[config.mk]
export PLATFORM = sky130hd
export DESIGN_NAME = seq_alu
export DESIGN_NICKNAME = d
export VERILOG_FILES = /design/src/rtl/seq_alu.sv
export SDC_FILE = /design/constraint.sdc
export NUM_CORES = 1
export LEC_CHECK = 0
export ABC_AREA = 1
export CAP_MARGIN = 20
export CORE_ASPECT_RATIO = 0.7
export CORE_MARGIN = 3
export CORE_UTILIZATION = 34
export DETAILED_ROUTE_END_ITERATION = 10
export PLACE_DENSITY = 0.56
export SYNTH_ARGS = -nofsm -noshare
export SYNTH_HDL_FRONTEND = slang
export SYNTH_SLANG_ARGS = --single-unit
[constraint.sdc]
create_clock -name clk -period 3.8 [get_ports clk]
set_input_delay 0.76 -clock clk [delete_from_list [all_inputs] [get_ports clk]]
set_output_delay 0.76 -clock clk [all_outputs]
set_load 0.01 [all_outputs]
[src/rtl/seq_alu.sv]
// -----------------------------------------------------------------------------
// seq_alu
//   Clocked ALU with a start/done handshake. Single-cycle ops (add, sub, and,
//   or, unsigned/signed set-greater-than) complete one edge after acceptance.
//   Right shifts iterate one bit per cycle and hold the unit busy meanwhile.
//   Result and overflow are registered and held until the next completion.
//
// Ports
//   clk    in   rising-edge clock
//   rst_n  in   asynchronous active-low reset
//   start  in   request, accepted on a rising edge while busy is low
//   op     in   [2:0] operation select, sampled at acceptance
//   a      in   [WIDTH-1:0] operand A, sampled at acceptance
//   b      in   [WIDTH-1:0] operand B / shift amount, sampled at acceptance
//   busy   out  high while an iterative shift is in progress
//   done   out  one-cycle completion pulse; c/ovf valid from this cycle
//   c      out  [WIDTH-1:0] registered result
//   zero   out  c == 0
//   ovf    out  registered signed overflow (ADD/SUB only, else 0)
// -----------------------------------------------------------------------------
module seq_alu #(
    parameter int WIDTH = 32,
    localparam int CW = $clog2(WIDTH) + 1
) (
    input  logic             clk,
    input  logic             rst_n,
    input  logic             start,
    input  logic [2:0]       op,
    input  logic [WIDTH-1:0] a,
    input  logic [WIDTH-1:0] b,
    output logic             busy,
    output logic             done,
    output logic [WIDTH-1:0] c,
    output logic             zero,
    output logic             ovf
);

    typedef enum logic [1:0] {
        ST_IDLE  = 2'b00,
        ST_SHIFT = 2'b01,
        ST_DONE  = 2'b10
    } state_t;

    localparam logic [2:0] OP_ADD  = 3'b000;
    localparam logic [2:0] OP_SUB  = 3'b001;
    localparam logic [2:0] OP_AND  = 3'b010;
    localparam logic [2:0] OP_OR   = 3'b011;
    localparam logic [2:0] OP_SRL  = 3'b100;
    localparam logic [2:0] OP_SRA  = 3'b101;
    localparam logic [2:0] OP_SGTU = 3'b110;
    localparam logic [2:0] OP_SGT  = 3'b111;

    localparam logic [WIDTH-1:0] ZERO_W  = {WIDTH{1'b0}};
    localparam logic [WIDTH-1:0] WIDTH_W = WIDTH'(WIDTH);
    localparam logic [CW-1:0]    WIDTH_C = CW'(WIDTH);
    localparam logic [CW-1:0]    CNT_ZERO = {CW{1'b0}};
    localparam logic [CW-1:0]    CNT_ONE  = {{(CW-1){1'b0}}, 1'b1};

    // Signed overflow of a+b: operands agree in sign, result does not.
    function automatic logic add_ovf(input logic a_msb, input logic b_msb, input logic r_msb);
        return (a_msb == b_msb) && (r_msb != a_msb);
    endfunction

    // Signed overflow of a-b: operands differ in sign, result sign differs from a.
    function automatic logic sub_ovf(input logic a_msb, input logic b_msb, input logic r_msb);
        return (a_msb != b_msb) && (r_msb != a_msb);
    endfunction

    state_t           state_r, state_s;
    logic [WIDTH-1:0] c_r, c_s;
    logic             ovf_r, ovf_s;
    logic [WIDTH-1:0] sh_r, sh_s;
    logic [CW-1:0]    cnt_r, cnt_s;
    logic             fill_r, fill_s;

    logic [WIDTH-1:0] sum_s;
    logic [WIDTH-1:0] diff_s;
    logic [WIDTH-1:0] shifted_s;
    logic [CW-1:0]    amt_s;
    logic             is_shift_s;

    assign sum_s     = a + b;
    assign diff_s    = a - b;
    // The full b is compared so large amounts saturate instead of wrapping.
    assign amt_s     = (b >= WIDTH_W) ? WIDTH_C : b[CW-1:0];
    assign shifted_s = {fill_r, sh_r[WIDTH-1:1]};
    assign is_shift_s = (op == OP_SRL) || (op == OP_SRA);

    // State and datapath registers.
    always_ff @(posedge clk or negedge rst_n) begin
        if (!rst_n) begin
            state_r <= ST_IDLE;
            c_r     <= ZERO_W;
            ovf_r   <= 1'b0;
            sh_r    <= ZERO_W;
            cnt_r   <= CNT_ZERO;
            fill_r  <= 1'b0;
        end else begin
            state_r <= state_s;
            c_r     <= c_s;
            ovf_r   <= ovf_s;
            sh_r    <= sh_s;
            cnt_r   <= cnt_s;
            fill_r  <= fill_s;
        end
    end

    // Next-state and next-datapath logic; c/ovf only move on entry to DONE.
    always_comb begin
        state_s = state_r;
        c_s     = c_r;
        ovf_s   = ovf_r;
        sh_s    = sh_r;
        cnt_s   = cnt_r;
        fill_s  = fill_r;
        case (state_r)
            ST_IDLE, ST_DONE: begin
                if (start && is_shift_s) begin
                    fill_s = (op == OP_SRA) ? a[WIDTH-1] : 1'b0;
                    if (amt_s == CNT_ZERO) begin
                        c_s     = a;
                        ovf_s   = 1'b0;
                        state_s = ST_DONE;
                    end else begin
                        sh_s    = a;
                        cnt_s   = amt_s;
                        state_s = ST_SHIFT;
                    end
                end else if (start) begin
                    ovf_s   = 1'b0;
                    state_s = ST_DONE;
                    case (op)
                        OP_ADD: begin
                            c_s   = sum_s;
                            ovf_s = add_ovf(a[WIDTH-1], b[WIDTH-1], sum_s[WIDTH-1]);
                        end
                        OP_SUB: begin
                            c_s   = diff_s;
                            ovf_s = sub_ovf(a[WIDTH-1], b[WIDTH-1], diff_s[WIDTH-1]);
                        end
                        OP_AND:  c_s = a & b;
                        OP_OR:   c_s = a | b;
                        OP_SGTU: c_s = {{(WIDTH-1){1'b0}}, (a > b)};
                        OP_SGT:  c_s = {{(WIDTH-1){1'b0}}, ($signed(a) > $signed(b))};
                        default: c_s = ZERO_W;
                    endcase
                end else begin
                    state_s = ST_IDLE;
                end
            end
            ST_SHIFT: begin
                sh_s  = shifted_s;
                cnt_s = cnt_r - CNT_ONE;
                if (cnt_r == CNT_ONE) begin
                    c_s     = shifted_s;
                    ovf_s   = 1'b0;
                    state_s = ST_DONE;
                end else begin
                    state_s = ST_SHIFT;
                end
            end
            default: begin
                state_s = ST_IDLE;
            end
        endcase
    end

    assign busy = (state_r == ST_SHIFT);
    assign done = (state_r == ST_DONE);
    assign c    = c_r;
    assign ovf  = ovf_r;
    assign zero = (c_r == ZERO_W);

endmodule

==> results.sh <==
export IMPL_ir_drop_uv=215
export IMPL_power_density_mw_per_mm2=231
export IMPL_netlist_area_mm2=0.0101
export IMPL_multi_input_area_mm2=0.00675
export IMPL_avgRoutedWirePerCell_um=19.5
export IMPL_avgSynthCellArea_um2=5.58
export IMPL_h_tree_depth=3
export IMPL_maxCapViolations=0
export IMPL_cts_buffer_depth=2
export IMPL_fin_ws_ps=157
export IMPL_setup_viol=0
export IMPL_max_freq_ghz=0.275
export IMPL_cts_sink_count=73
export IMPL_viasPerCell=5.19
export IMPL_fin_util=0.423
export IMPL_place_hpwl_um=37100
export IMPL_cts_setup_buffers=0
export IMPL_status="finished clean"
export IMPL_ioPinCount=106
export IMPL_met3_usage=0.0987
export IMPL_cp_required_ps=4030
export IMPL_clk_pin_slew_ps=60
export IMPL_start_util=0.347
export IMPL_dieArea_mm2=0.0318
export IMPL_rsz0062_at_grt="false"
export IMPL_finalPower_mw=2.83
export IMPL_crit_start="a[8]"
export IMPL_fp_dieW_um=212
export IMPL_met1_usage=0.437
export IMPL_dieHeight_um=150
export IMPL_finClkSkew_ps=19.3
export IMPL_end_kind="flip-flop"
export IMPL_clk_latency_ps=350
export IMPL_slew_limit_headroom=0.443
export IMPL_seq_area_mm2=0.00183
export IMPL_yosysSeqAreaShare=0.181
export IMPL_syn_nets=1980
export IMPL_crit_family="buffers and inverters"
export IMPL_async_flop_share=1.00
export IMPL_wl_um=45300
export IMPL_grt_first_pass_wirelength_um=67400
export IMPL_gp_congestion=1.04
export IMPL_hp_class="input port to asynchronous set/reset pin"
export IMPL_place_inst=2305
export IMPL_place_ws_ps=-106
export IMPL_cp_slowest_stage_delay_ps=610
export IMPL_antenna_found_initial=0
export IMPL_fillers=3232
export IMPL_grt_overflow=0
export IMPL_maxSlewViolCount=0
export IMPL_synthDistinctLibCells=39
export IMPL_crit_top_cell="nand2_1"
export IMPL_final_cells=2321
export IMPL_post_route_period_util=0.959
export IMPL_coreArea_mm2=0.0290
export IMPL_met2_usage=0.373
export IMPL_syn_inst=1805
export IMPL_cts_tree="done"
export IMPL_fin_crit_ps=3640
export IMPL_crit_type="input port to flip-flop"
export IMPL_worst_slew_pin_slew_ps=827
export IMPL_drt_iter0_drc=1226
export IMPL_area_delta_synth_final_pct=21.7
export IMPL_setup_tns_ps=0
export IMPL_drtAntennaViolNets=0
export IMPL_crit_arrival_ps=3870
export IMPL_port_buffers=105
export IMPL_finalHoldViolCount=0
export IMPL_fp_row_count=52
export IMPL_synth_seq_cells=73
export IMPL_cp_start_kind="input port"
export IMPL_post_route_drc_count=0
export IMPL_top_usage_layer="met1"
export IMPL_cts_buffers=9
export IMPL_crit_chain="clkdlybuf4s50_1 > inv_1 > ha_1 > buf_4 > nor2_1 > nand2_1 > nor3_1 > nand2_1 > nand2_1 > nand2_1 > nand3_1 > o21ai_1 > o21ai_0 > buf_4 > a21oi_1"
export IMPL_reg2reg_from="state_r[0]$_DFF_PN0_"
export IMPL_synth_edff_count=0
export IMPL_finalNetCount=2114
export IMPL_vias=12000
export IMPL_grt_pass1_vias=11200
export IMPL_layout_drive_gt1_share=0.0515
export IMPL_worstPathMaxFanout=6
export IMPL_slowest_stage="clkdlybuf4s50_1"
export IMPL_leakagePower_nw=6.84
export IMPL_synth_main_ff_cell="dfrtp_1"
export IMPL_yosys_warnings=0
export IMPL_gr_usage_all_layers=0.283
export IMPL_grt_max_degree=74
export IMPL_cts_root_buffer="clkbuf_16"
export IMPL_worst_path_buf_inv=4
export IMPL_firstDrtPassIters=6
export IMPL_antennaDiodeCount=0
==> synthesized netlist by cell type, types with 2 or more instances <==
| library cell | n | share of area |
|---|---|---|
| inv_2 | 4 | 0.0015 |
| fa_1 | 2 | 0.0040 |
| xor2_1 | 6 | 0.0052 |
| a21oi_1 | 104 | 0.052 |
| inv_1 | 327 | 0.12 |
| buf_2 | 5 | 0.0025 |
| a31oi_1 | 10 | 0.0062 |
| nand4_1 | 16 | 0.0099 |
| a221oi_1 | 2 | 0.0017 |
| buf_1 | 3 | 0.0011 |
| o21bai_1 | 7 | 0.0052 |
| o211ai_1 | 21 | 0.016 |
| nand3_1 | 148 | 0.073 |
| nand2_1 | 600 | 0.22 |
| and3_1 | 2 | 0.0012 |
| o31ai_1 | 2 | 0.0015 |
| o22ai_1 | 8 | 0.0050 |
| nor2_1 | 194 | 0.072 |
| clkbuf_1 | 44 | 0.016 |
| nor4_1 | 7 | 0.0043 |
| buf_4 | 2 | 0.0015 |
| buf_6 | 4 | 0.0045 |
| o21ai_0 | 72 | 0.036 |
| dfrtp_1 | 73 | 0.18 |
| nor3_1 | 14 | 0.0070 |
| ha_1 | 103 | 0.13 |
| o2111ai_1 | 2 | 0.0017 |
| a211oi_1 | 2 | 0.0015 |
| o21ai_1 | 8 | 0.0040 |
| and2_1 | 4 | 0.0025 |
==> stage by stage <==
step | area (um^2) | hold slack [ps]
2_1_floorplan | 10100 | 449
6_report | 12300 | 311
3_5_place_dp | 11900 | 471
5_1_grt | 12300 | 316
4_1_cts | 12200 | 487
3_3_place_gp | 11900 | 468
==> cell families (layout without fill, tap and decap cells) <==
logic type | Yosys count | after routing | share of synthesized area
compound gates | 242 | 242 | 0.133
xor+xnor | 7 | 7 | 0.00608
fa+ha+maj | 105 | 105 | 0.132
buf+inv | 389 | 527 | 0.149
flops | 73 | 73 | 0.181
simple gates | 989 | 989 | 0.398
==> what timing repair did <==
action / CTS / global route
setup endpoints to repair: 0 / 1
hold buffers: 0 / 0
resized for setup: 0 / 1
==> power breakdown <==
part	internal, mW	total, mW	switching, mW
sequential	0.777	0.777	0
combinational	0.376	1.14	0.761
clock	0.523	0.916	0.393
==> flip-flops by register name (all words and copies together) (netlist names) <==
| register | flops |
|---|---|
| c | 32 |
| cnt_r | 6 |
| fill_r | 1 |
| ovf | 1 |
| sh_r | 31 |
| state_r | 2 |
==> worst register-to-register path: stages (launching register included) <==
cell,delay (ps)
dfrtp_1,380
inv_1,90
nor2_2,50
inv_2,580
nand2_1,190
nand3_2,150
buf_4,390
nor2_1,250
a21oi_1,210
==> placed cells by master (no fill, tap or decap), drive strengths merged, types with 15 or more instances in the layout <==
cell type and count:
ha 103, o211ai 21, buf 77, nor2 194, o21ai 81, nand3 149
dfrtp 73, nor3 15, clkdlybuf4s50 104, nand4 16, inv 331, a21oi 104
nand2 600
==> routing by layer <==
metal | vias to the layer above | part of all wire
li1 | 5889 | -
met1 | 5587 | 0.49
met2 | 524 | 0.37
met3 | 43 | 0.12
met4 | 2 | 0.012
met5 | - | 0.0023
==> area by class of cell <==
type                    instances  area share
clock inverters                 5     0.00459
clock buffers                  10      0.0195
repair buffers                181       0.137
inverters                     331       0.101
well taps                     378      0.0386
multi-input cells            1343       0.550
flip-flops and latches         73       0.149
==> final timing paths <==
kind | to | cells past startpoint | slack [ps]
max in group asynchronous | c[31]$_DFFE_PN0P_ | 2 | 2890
hold reg to reg | sh_r[31]$_DFFE_PN0P_ | 2 | 490
hold / removal | c[2]$_DFFE_PN0P_ | 1 | 310
setup / recovery | c[16]$_DFFE_PN0P_ | 15 | 160
setup reg to reg | c[25]$_DFFE_PN0P_ | 8 | 1440
min in group clk | sh_r[31]$_DFFE_PN0P_ | 2 | 490
No activity file was read; power rests on OpenSTA's default activity.
